<file path="src/rtl/uart_pkg.sv">
// uart_pkg: shared types and constants for the UART transmit/receive path.
// Contents: 3-bit state encoding, default character width and baud divisor,
// and a frame-length helper. When UART_TX_PARITY_EN is defined, every frame
// carries one extra even-parity bit.
package uart_pkg;

  typedef enum logic [2:0] {
    IDLE   = 3'd0,
    START  = 3'd1,
    DATA   = 3'd2,
    PARITY = 3'd3,
    STOP   = 3'd4
  } uart_state_e;

  localparam int unsigned UART_DATA_WIDTH   = 8;
  localparam int unsigned UART_CLKS_PER_BIT = 434;  // 50 MHz / 115200

`ifdef UART_TX_PARITY_EN
  localparam int unsigned UART_PARITY_BITS = 1;
`else
  localparam int unsigned UART_PARITY_BITS = 0;
`endif

  // Serial bits per frame: start + data + optional parity + stop.
  function automatic int unsigned uart_frame_bits(input int unsigned data_width);
    return data_width + 2 + UART_PARITY_BITS;
  endfunction

endpackage

</file>
<file path="src/rtl/uart_tx_fifo_drain_if.sv">
// uart_tx_fifo_drain_if: read side of a first-word-fall-through FIFO.
//   empty   - FIFO empty flag (driven by the FIFO)
//   data_in - head word, valid whenever empty=0 (driven by the FIFO)
//   deQ     - single-cycle dequeue strobe (driven by the reader)
// Modports: master = reader (this UART transmitter), slave = FIFO.
interface uart_tx_fifo_drain_if #(
  parameter int unsigned DATA_WIDTH = uart_pkg::UART_DATA_WIDTH
);
  logic                  empty;
  logic [DATA_WIDTH-1:0] data_in;
  logic                  deQ;

  modport master (input empty, input data_in, output deQ);
  modport slave  (output empty, output data_in, input deQ);
endinterface

</file>
<file path="src/rtl/uart_baud_gen.sv">
// uart_baud_gen: bit-period counter, counts 0..CLKS_PER_BIT-1.
//   clk   - system clock
//   rst   - asynchronous active-high reset
//   clr_i - synchronous clear, holds the count at 0
//   tc_o  - high for the single cycle in which the count is at its last value
// The count only wraps through the terminal-count clear, so it never exceeds
// CLKS_PER_BIT-1. Shared with the receiver.
module uart_baud_gen #(
  parameter  int unsigned CLKS_PER_BIT = uart_pkg::UART_CLKS_PER_BIT,
  localparam int unsigned CNT_WIDTH    = (CLKS_PER_BIT > 1) ? $clog2(CLKS_PER_BIT) : 1
) (
  input  logic clk,
  input  logic rst,
  input  logic clr_i,
  output logic tc_o
);

  localparam logic [CNT_WIDTH-1:0] CNT_MAX = CNT_WIDTH'(CLKS_PER_BIT - 1);

  logic [CNT_WIDTH-1:0] cnt_q, cnt_d;
  logic                 tc_q, tc_d;

  // tc is precomputed from the next count so the flag is registered yet
  // coincides exactly with the cycle where cnt_q == CNT_MAX.
  always_comb begin
    cnt_d = cnt_q + CNT_WIDTH'(1);
    if (clr_i || tc_q) begin
      cnt_d = '0;
    end
    tc_d = (cnt_d == CNT_MAX);
  end

  always_ff @(posedge clk or posedge rst) begin
    if (rst) begin
      cnt_q <= '0;
      tc_q  <= 1'b0;
    end else begin
      cnt_q <= cnt_d;
      tc_q  <= tc_d;
    end
  end

  assign tc_o = tc_q;

endmodule

</file>
<file path="src/rtl/uart_tx_fifo_drain.sv">
// uart_tx_fifo_drain: UART transmitter draining a first-word-fall-through FIFO.
//   clock - system clock
//   reset - asynchronous active-high reset
//   fifo  - FIFO read port (master side: empty/data_in in, deQ out; deQ is
//           combinational, one cycle per accepted byte)
//   tx    - serial line, idle high, registered
//   busy  - high while a frame is in progress, registered
// Frames are 8N1, LSB first; with UART_TX_PARITY_EN defined an even-parity
// bit is inserted between the data bits and the stop bit (8E1).
module uart_tx_fifo_drain
  import uart_pkg::*;
#(
  parameter int unsigned DATA_WIDTH   = UART_DATA_WIDTH,
  parameter int unsigned CLKS_PER_BIT = UART_CLKS_PER_BIT
) (
  input  logic                 clock,
  input  logic                 reset,
  uart_tx_fifo_drain_if.master fifo,
  output logic                 tx,
  output logic                 busy
);

  localparam int unsigned           IDX_WIDTH = (DATA_WIDTH > 1) ? $clog2(DATA_WIDTH) : 1;
  localparam logic [IDX_WIDTH-1:0]  IDX_LAST  = IDX_WIDTH'(DATA_WIDTH - 1);

  uart_state_e           state_q, state_d;
  logic [DATA_WIDTH-1:0] shift_q, shift_d;
  logic [IDX_WIDTH-1:0]  idx_q, idx_d;
  logic                  tx_q, tx_d;
  logic                  busy_q, busy_d;
  logic                  deq_c;
  logic                  tc;
`ifdef UART_TX_PARITY_EN
  logic                  parity_q, parity_d;
`endif

  // Bit timer runs only while a frame is in flight.
  uart_baud_gen #(.CLKS_PER_BIT(CLKS_PER_BIT)) u_baud (
    .clk   (clock),
    .rst   (reset),
    .clr_i (state_q == IDLE),
    .tc_o  (tc)
  );

  // Next-state, datapath and registered-output precompute.
  always_comb begin
    state_d = state_q;
    shift_d = shift_q;
    idx_d   = idx_q;
    deq_c   = 1'b0;
`ifdef UART_TX_PARITY_EN
    parity_d = parity_q;
`endif

    unique case (state_q)
      IDLE: begin
        if (!fifo.empty && !reset) begin
          deq_c   = 1'b1;
          shift_d = fifo.data_in;
          idx_d   = '0;
`ifdef UART_TX_PARITY_EN
          parity_d = ^fifo.data_in;
`endif
          state_d = START;
        end
      end
      START: begin
        if (tc) state_d = DATA;
      end
      DATA: begin
        if (tc) begin
          shift_d = shift_q >> 1;
          if (idx_q == IDX_LAST) begin
            idx_d = '0;
`ifdef UART_TX_PARITY_EN
            state_d = PARITY;
`else
            state_d = STOP;
`endif
          end else begin
            idx_d = idx_q + IDX_WIDTH'(1);
          end
        end
      end
`ifdef UART_TX_PARITY_EN
      PARITY: begin
        if (tc) state_d = STOP;
      end
`endif
      STOP: begin
        if (tc) state_d = IDLE;
      end
      default: state_d = IDLE;
    endcase

    // tx follows the state being entered so it changes on the same edge.
    unique case (state_d)
      START:   tx_d = 1'b0;
      DATA:    tx_d = shift_d[0];
`ifdef UART_TX_PARITY_EN
      PARITY:  tx_d = parity_d;
`endif
      default: tx_d = 1'b1;
    endcase
    busy_d = (state_d != IDLE);
  end

  always_ff @(posedge clock or posedge reset) begin
    if (reset) begin
      state_q <= IDLE;
      shift_q <= '0;
      idx_q   <= '0;
      tx_q    <= 1'b1;
      busy_q  <= 1'b0;
    end else begin
      state_q <= state_d;
      shift_q <= shift_d;
      idx_q   <= idx_d;
      tx_q    <= tx_d;
      busy_q  <= busy_d;
    end
  end

`ifdef UART_TX_PARITY_EN
  always_ff @(posedge clock or posedge reset) begin
    if (reset) parity_q <= 1'b0;
    else       parity_q <= parity_d;
  end
`endif

  assign fifo.deQ = deq_c;
  assign tx       = tx_q;
  assign busy     = busy_q;

endmodule

</file>
<file path="src/flat_wrapper.sv">
// flat-port wrapper written by rule: the top's interface ports become plain ports
module uart_tx_fifo_drain_flat import uart_pkg::*;
#(
  parameter int unsigned DATA_WIDTH   = UART_DATA_WIDTH,
  parameter int unsigned CLKS_PER_BIT = UART_CLKS_PER_BIT
)
  (clock, reset, tx, busy, fifo_empty, fifo_data_in, fifo_deQ);
  uart_tx_fifo_drain_if #(.DATA_WIDTH(DATA_WIDTH)) fifo_i ();
  input  logic clock;
  input  logic reset;
  output logic tx;
  output logic busy;
  input wire logic [$bits(fifo_i.empty)-1:0] fifo_empty;
  input wire logic [$bits(fifo_i.data_in)-1:0] fifo_data_in;
  output wire logic [$bits(fifo_i.deQ)-1:0] fifo_deQ;
  assign fifo_i.empty = fifo_empty;
  assign fifo_i.data_in = fifo_data_in;
  assign fifo_deQ = fifo_i.deQ;
  uart_tx_fifo_drain #(.DATA_WIDTH(DATA_WIDTH), .CLKS_PER_BIT(CLKS_PER_BIT)) u_core (.clock(clock), .reset(reset), .fifo(fifo_i), .tx(tx), .busy(busy));
endmodule
</file>
<file path="config.mk">
export PLATFORM = sky130hd
export DESIGN_NAME = uart_tx_fifo_drain_flat
export DESIGN_NICKNAME = d
export VERILOG_FILES = /design/src/rtl/uart_pkg.sv /design/src/rtl/uart_tx_fifo_drain_if.sv /design/src/rtl/uart_baud_gen.sv /design/src/rtl/uart_tx_fifo_drain.sv /design/src/flat_wrapper.sv
export SDC_FILE = /design/constraint.sdc
export NUM_CORES = 1
export LEC_CHECK = 0
export BUFFER_PORTS_ARGS = -buffer_cell sky130_fd_sc_hd__buf_2
export CORE_AREA = 3 3 52 54
export CTS_CLUSTER_SIZE = 24
export DETAILED_ROUTE_END_ITERATION = 8
export DIE_AREA = 0 0 55 57
export GPL_TIMING_DRIVEN = 0
export PLACE_DENSITY = 0.8
export SLEW_MARGIN = 40
export SYNTH_ARGS = -nofsm -noshare
export SYNTH_HDL_FRONTEND = slang
export SYNTH_HIERARCHICAL = 1
export SYNTH_SLANG_ARGS = --single-unit
export TNS_END_PERCENT = 5
</file>
<file path="constraint.sdc">
create_clock -name clock -period 3.56 [get_ports clock]
set_input_delay 0.534 -clock clock [delete_from_list [all_inputs] [get_ports clock]]
set_output_delay 0.534 -clock clock [all_outputs]
set_load 0.01 [all_outputs]
</file>
==> metrics.txt, run 1 <==
outcome completed; clock skew 2.79 ps; post-synthesis cell area 0.00135 sq mm; Critical Path RT 3030 ps; syn_nets 136; Syn. warnings 6; port buffer count 13; fill count 195; # hold bufs at CTS 0; Critical Path Source Type flip-flop; final setup vio count 0; Syn Area/Cell 11.1 sq um; fin crit share 0.648; Worst Setup Path Type reg2out; Sink Count 26; Routed Antenna Nets 0; main area contributors after synthesis dfrtp_1 (46%), a221o_1 (3.7%), buf_6 (3.3%); total number of vias 1,001; drt first pass iters 4; Critical R2R Capture u_core/u_baud/tc_o; Cells after Synth 122; Die Area 0.00314 sq mm; dpl ws 1510 ps; Post-CTS Setup Bufs 0; HP Class in2async; Final Hold Slack 219 ps; Fmax 433 MHz; Synth-to-Final Area Change 11.3%; gpl congestion 0.799; FF-to-FF setup slack 1690 ps; R2R depth 5; register area share after synthesis 0.483; clk slew on worst S/H paths 140 ps; Cell variety after synth 43; DR DRC count 0; vias in the first global route 993; largest net degree at the start of global routing 17; H-tree levels 1; CP endpoint kind primary output; final hold violation count 0; Clock Latency Late Sink 320 ps; initial antenna violation count 0; clock tree root buffer cell clkbuf_4; unrepaired setup endpoints after global routing no; initial drt markers 26; Initial Util 0.598; post-CTS resize count 0; pwr dens 349 mW/mm^2; die width 55 um; Setup TNS Final 0 ps; CP top delay family simple AND/OR/NAND/NOR gates; number of max-slew violations in the final report 0; CTS buffer count 3; Total GRT Usage 0.191; min setup slack post-route 1250 ps; first-pass GRT wire length 4.44 mm; DRT Wirelength 2.54 mm; area of the multi-input gates 614 sq um; flops & latches, synth 26; min Tclk post-route 2310 ps; Die Ht 57 um; largest area contributor in the netlist dfrtp_1; FF+latch area 652 sq um; FP Rows 17; WP data arrival 1770 ps; Worst Path Buf+Inv 2; Longest Clk Path Bufs 2; Leakage 0.674 nW; antenna diode count 0; IO Count 14; layout cells sized above 1 0.259; CP max stage cell or4_4; number of vias per cell 5.99; total gr overflow 0; Worst path max stage delay 580 ps; CP max FO 9; CTS tree done; Placeable Area 0.00225 sq mm; Worst slew margin 0.605; share of the synthesized area in the top cell type 0.464; critical path, cell by cell buf_6 > or4_4 > nor2_8 > buf_2; RR Startpoint u_core/u_baud/cnt_q[0]; DP HPWL 1.89 mm; Worst VDD drop 0.234 mV; WL per Instance 15.2 um; Least-Margin Pin Slew 592 ps; final net count 154; max_cap viols 0
-- layout make-up --
| cell class | count | share of cell area |
|---|---|---|
| Sequential cell | 26 | 0.434 |
| Multi-Input combinational cell | 83 | 0.409 |
| Timing Repair Buffer | 13 | 0.0433 |
| Buffer | 5 | 0.0350 |
| Tap cell | 28 | 0.0233 |
| Clock inverter | 1 | 0.0200 |
| Inverter | 8 | 0.0200 |
| Clock buffer | 3 | 0.0150 |
-- cells in the mapped netlist, drive strengths merged --
cell type / count
nand2b: 2
a211o: 2
xnor2: 5
inv: 8
or4: 2
a211oi: 1
and4bb: 1
o32ai: 1
and3b: 1
a41oi: 1
dfrtp: 25
nand4b: 1
nand3: 5
buf: 5
a2111o: 1
o211ai: 2
nor3: 3
a221o: 6
xor2: 2
nor4: 3
a22o: 2
or2: 1
a21oi: 3
ha: 3
nor2: 12
a31o: 1
o21ai: 4
and2: 7
a32oi: 1
or3: 2
or3b: 1
dfstp: 1
nand2: 7
-- report_power, final --
group	switching, mW	internal, mW
clock network	0.0889	0.114
registers	0.00177	0.299
logic	0.0121	0.00804
-- flip-flops by register name (all words and copies together), names as in the netlist --
signal               count
u_core/busy              1
u_core/tx                1
u_core/u_baud/cnt_q      9
u_core/shift_q           8
u_core/idx_q             3
u_core/u_baud/tc_o       1
u_core/state_q           3
-- logic make-up after synthesis --
kind of cell	after synthesis	synth area share
AO/OA/AOI/OAI	25	0.155
flip-flops	26	0.483
AND/OR/NAND/NOR	48	0.227
XOR/XNOR	7	0.0455
adder cells (fa/ha/maj)	3	0.0278
buffers and inverters	13	0.0612
-- worst reg2reg max path: cells and delay by family, from the launching register on --
kind	cells	cell delay, ps
adders and majority gates	1	230
AOI/OAI and AO/OA	1	380
DFF	1	430
and+or+nand+nor	3	750
-- through the flow --
| step | total power [mW] | area [sq um] | utilization | cells |
|---|---|---|---|---|
| 2_1_floorplan | 0.316 | 1350 | - | 122 |
| 3_3_place_gp | 0.325 | 1450 | 0.643 | 163 |
| 3_5_place_dp | 0.327 | 1450 | 0.643 | 163 |
| 4_1_cts | 0.531 | 1500 | 0.666 | 167 |
| 5_1_grt | 0.546 | 1500 | 0.666 | 167 |
| 6_report | 0.523 | 1500 | 0.666 | 167 |
-- per-layer routing --
layer,wire (um),share of wire,track usage,vias to the layer above
met5,0,0,0,-
met4,78,0.031,0.0938,0
met3,106,0.042,0.0235,10
met2,1210,0.48,0.297,34
met1,1150,0.45,0.257,479
li1,-,-,-,478
-- worst max path at each step --
stage,start,to,slack (ps),depth (start not counted)
after floorplan,u_core/state_q[2],fifo_deQ,1830,3
after global placement,fifo_empty,fifo_deQ,1530,4
after detailed placement,fifo_empty,fifo_deQ,1510,4
after CTS,u_core/state_q[2],fifo_deQ,1240,4
after global routing,u_core/state_q[2],fifo_deQ,1180,4
final,u_core/state_q[2],fifo_deQ,1250,4
-- layout by cell type, fill, tap and decap left out, drive strengths merged --
cell type and count:
and4bb 1, a22o 2, or3 2, o32ai 1, or4 2, a211o 2, nand4b 1, or3b 1
and2 7, or2 1, dfstp 1, xor2 2, a211oi 1, a41oi 1, bufinv 1, o211ai 2
clkbuf 3, nand3 5, a31o 1, nand2b 2, inv 8, a2111o 1, dfrtp 25, a21oi 3
xnor2 5, nor3 3, ha 3, and3b 1, nor4 3, a32oi 1, buf 18, nand2 7
o21ai 4, a221o 6, nor2 12
Power figures use the tool's default switching activity.
==> run 2, diff against run 1 <==
--- a/config.mk
+++ b/config.mk
@@ -6,12 +6,12 @@
 export NUM_CORES = 1
 export LEC_CHECK = 0
 export BUFFER_PORTS_ARGS = -buffer_cell sky130_fd_sc_hd__buf_2
-export CORE_AREA = 3 3 52 54
+export CORE_AREA = 3 3 56 58
 export CTS_CLUSTER_SIZE = 24
 export DETAILED_ROUTE_END_ITERATION = 8
-export DIE_AREA = 0 0 55 57
+export DIE_AREA = 0 0 59 61
 export GPL_TIMING_DRIVEN = 0
-export PLACE_DENSITY = 0.8
+export PLACE_DENSITY = 0.73
 export SLEW_MARGIN = 40
 export SYNTH_ARGS = -nofsm -noshare
 export SYNTH_HDL_FRONTEND = slang
==> constraint.sdc (replaced) <==
create_clock -name clock -period 1.9 [get_ports clock]
set_input_delay 0.285 -clock clock [delete_from_list [all_inputs] [get_ports clock]]
set_output_delay 0.285 -clock clock [all_outputs]
set_load 0.01 [all_outputs]
==> run 2 against run 1 <==
The flow now finishes with violations (setup timing). Cell count is 6.0% higher. First-iteration DRC count rose by 77%. Sequential share of layout area is 1.2 points lower. Non-clock buffer count grew 7. Setup slack lost 1300 ps. Clock-buffer cell count up 1. Clock power increased by 16%. Power rose by 60%. Utilization decreased by 9.7 points. Clock skew rose by 4.5 ps. Sequential cell count unchanged. Critical endpoint unchanged.
==> metrics.txt, run 2 (synthesis results as in run 1) <==
failing checks setup timing; Routed Antenna Nets 0 (unchanged); Critical Path Source Type flip-flop; max_cap viols 0 (unchanged); Sw Share 0.214 (+0.0179); DRT Wirelength 2.50 mm (-1.7%); outcome finished with violations; HP Class in2async; CTS buffer count 3 (unchanged); CP max FO 2 (-7); Longest Clk Path Bufs 2 (unchanged); number of vias per cell 5.67 (-5.5%); Largest regs u_core/u_baud/cnt_q (9), u_core/shift_q (8); min Tclk post-route 1920 ps; final hold violation count 0 (unchanged); WP data arrival 1630 ps (-140 ps); Worst VDD drop 0.311 mV (+33%); final net count 161 (+4.5%); most frequent cells in the layout dfrtp_1 (25), buf_2 (12), nor2_1 (11), inv_1 (8); fill count 229 (+17%); Least-Margin Pin Slew 604 ps (+12.7 ps); Clock Latency Late Sink 320 ps (about the same); drt first pass iters 4 (unchanged); FP Rows 19 (+2); FF-to-FF setup slack 60 ps (-1630 ps); total gr overflow 0 (unchanged); placement-stage cell area 0.00145 sq mm (+0.26%); max reg flops 9 (unchanged); Flop pwr share 0.672 (+0.098); total power 837 uW (+60%); CTS tree done; Int Power 658 uW (+56%); layout cells sized above 1 0.288 (+0.0287); Die Ht 61 um (+7.0%); largest net degree at the start of global routing 17 (unchanged); Final Hold Slack 60.4 ps (-158 ps); initial drt markers 46 (+77%); fin crit share 1.01; Sink Count 26 (unchanged); Largest Register u_core/u_baud/cnt_q; min setup slack post-route -19.6 ps (-1270 ps); DR DRC count 0 (unchanged); clk slew on worst S/H paths 130 ps (about the same); IO Count 14 (unchanged); total number of vias 1,003 (+0.20%); Worst Setup Path Type reg2out; Die Area 0.00360 sq mm (+15%); Worst slew margin 0.597 (-0.00845); unrepaired setup endpoints after global routing yes; R2R depth 5 (unchanged); Comb pwr share 0.047 (+0.008); die width 59 um (+7.3%); H-tree levels 1 (unchanged); initial antenna violation count 0 (unchanged); commonest non-fill, non-tap cell in the layout dfrtp_1; Placeable Area 0.00271 sq mm (+20%); Util after Layout 0.569 (-0.0967); clock tree root buffer cell clkbuf_4; vias in the first global route 1,009 (+1.6%); number of max-slew violations in the final report 0 (unchanged); Total GRT Usage 0.167 (-0.0235); first-pass GRT wire length 4.53 mm (+2.0%); design area 0.00154 sq mm (+2.8%); DP HPWL 1.78 mm (-6.0%); final setup vio count 1 (+1); pwr dens 543 mW/mm^2 (+56%); Initial Util 0.498 (-0.101); Critical Path RT 1620 ps (-1410 ps); WL per Instance 14.1 um (-7.2%); port buffer count 13 (unchanged); gpl congestion 0.840 (+5.2%); Net Switching 179 uW (+75%); clock skew 7.28 ps (+4.49 ps); Synth-to-Final Area Change 14.4%; CP endpoint kind primary output; Fmax 521 MHz; antenna diode count 0 (unchanged); Setup TNS Final -19.6 ps (-19.6 ps); Leakage 0.697 nW (+3.5%); Clk pwr share 0.281 (-0.106)
==> run 2: cell count changes in the layout (fill, tap and decap cells not counted), sizes merged <==
cell,before,now
dlygate4sd3,0,1
buf,18,24
bufinv,1,0
clkbuf,3,4
==> run 2: stage by stage <==
step	instances	worst slack [ps]
6_report	177	-19.6
5_1_grt	177	-104
4_1_cts	173	-85.4
3_5_place_dp	166	64.9
3_3_place_gp	166	85.0
2_1_floorplan	122	198
==> run 2: worst paths after layout <==
path / start / endpoint
min in group clock: fifo_data_in[6] / u_core/shift_q[6]
worst min-delay path: reset / u_core/idx_q[2]
worst max register to register: u_core/u_baud/cnt_q[0] / u_core/u_baud/tc_o
worst min register to register: u_core/u_baud/cnt_q[0] / u_core/u_baud/cnt_q[0]
max in group asynchronous: reset / u_core/u_baud/cnt_q[4]
worst max-delay path: u_core/state_q[1] / fifo_deQ
==> run 2: timing repair <==
item | CTS | global route
endpoints found under the hold margin | 10 | 0
resized for setup | 1 | 1
buffers inserted | 2 | 4
pin swaps | 2 | 2
setup endpoints to repair | 1 | 2
hold buffers | 1 | 0
==> run 2: power groups by stage <==
stage / combinational [mW] / sequential (mW) / clock, mW
floorplan: 0.0201 / 0.572 / 0
global placement: 0.0372 / 0.573 / 0
detailed placement: 0.0385 / 0.573 / 0
CTS: 0.0403 / 0.563 / 0.253
global route: 0.0447 / 0.564 / 0.277
finish: 0.0392 / 0.562 / 0.236
==> run 2: layout make-up <==
class,count,area [sq um],area share
sequential,26,652,0.423
inverter,8,30.0,0.0195
clock buffer,4,26.3,0.0170
tap,31,38.8,0.0251
timing repair buffer,20,126,0.0819
buffer,5,52.6,0.0341
multi-input combinational,83,617,0.400
==> run 2: worst max-delay path: stages, from the launching register on <==
cell	delay, ps
dfrtp_1	410
buf_6	120
or4_4	560
nor2_8	120
buf_6	110
==> run 2: metal layers <==
layer	global-route usage	part of all wire
met4	0.0874	0.024
met5	0	0
met2	0.263	0.48
met1	0.227	0.47
met3	0.0191	0.028
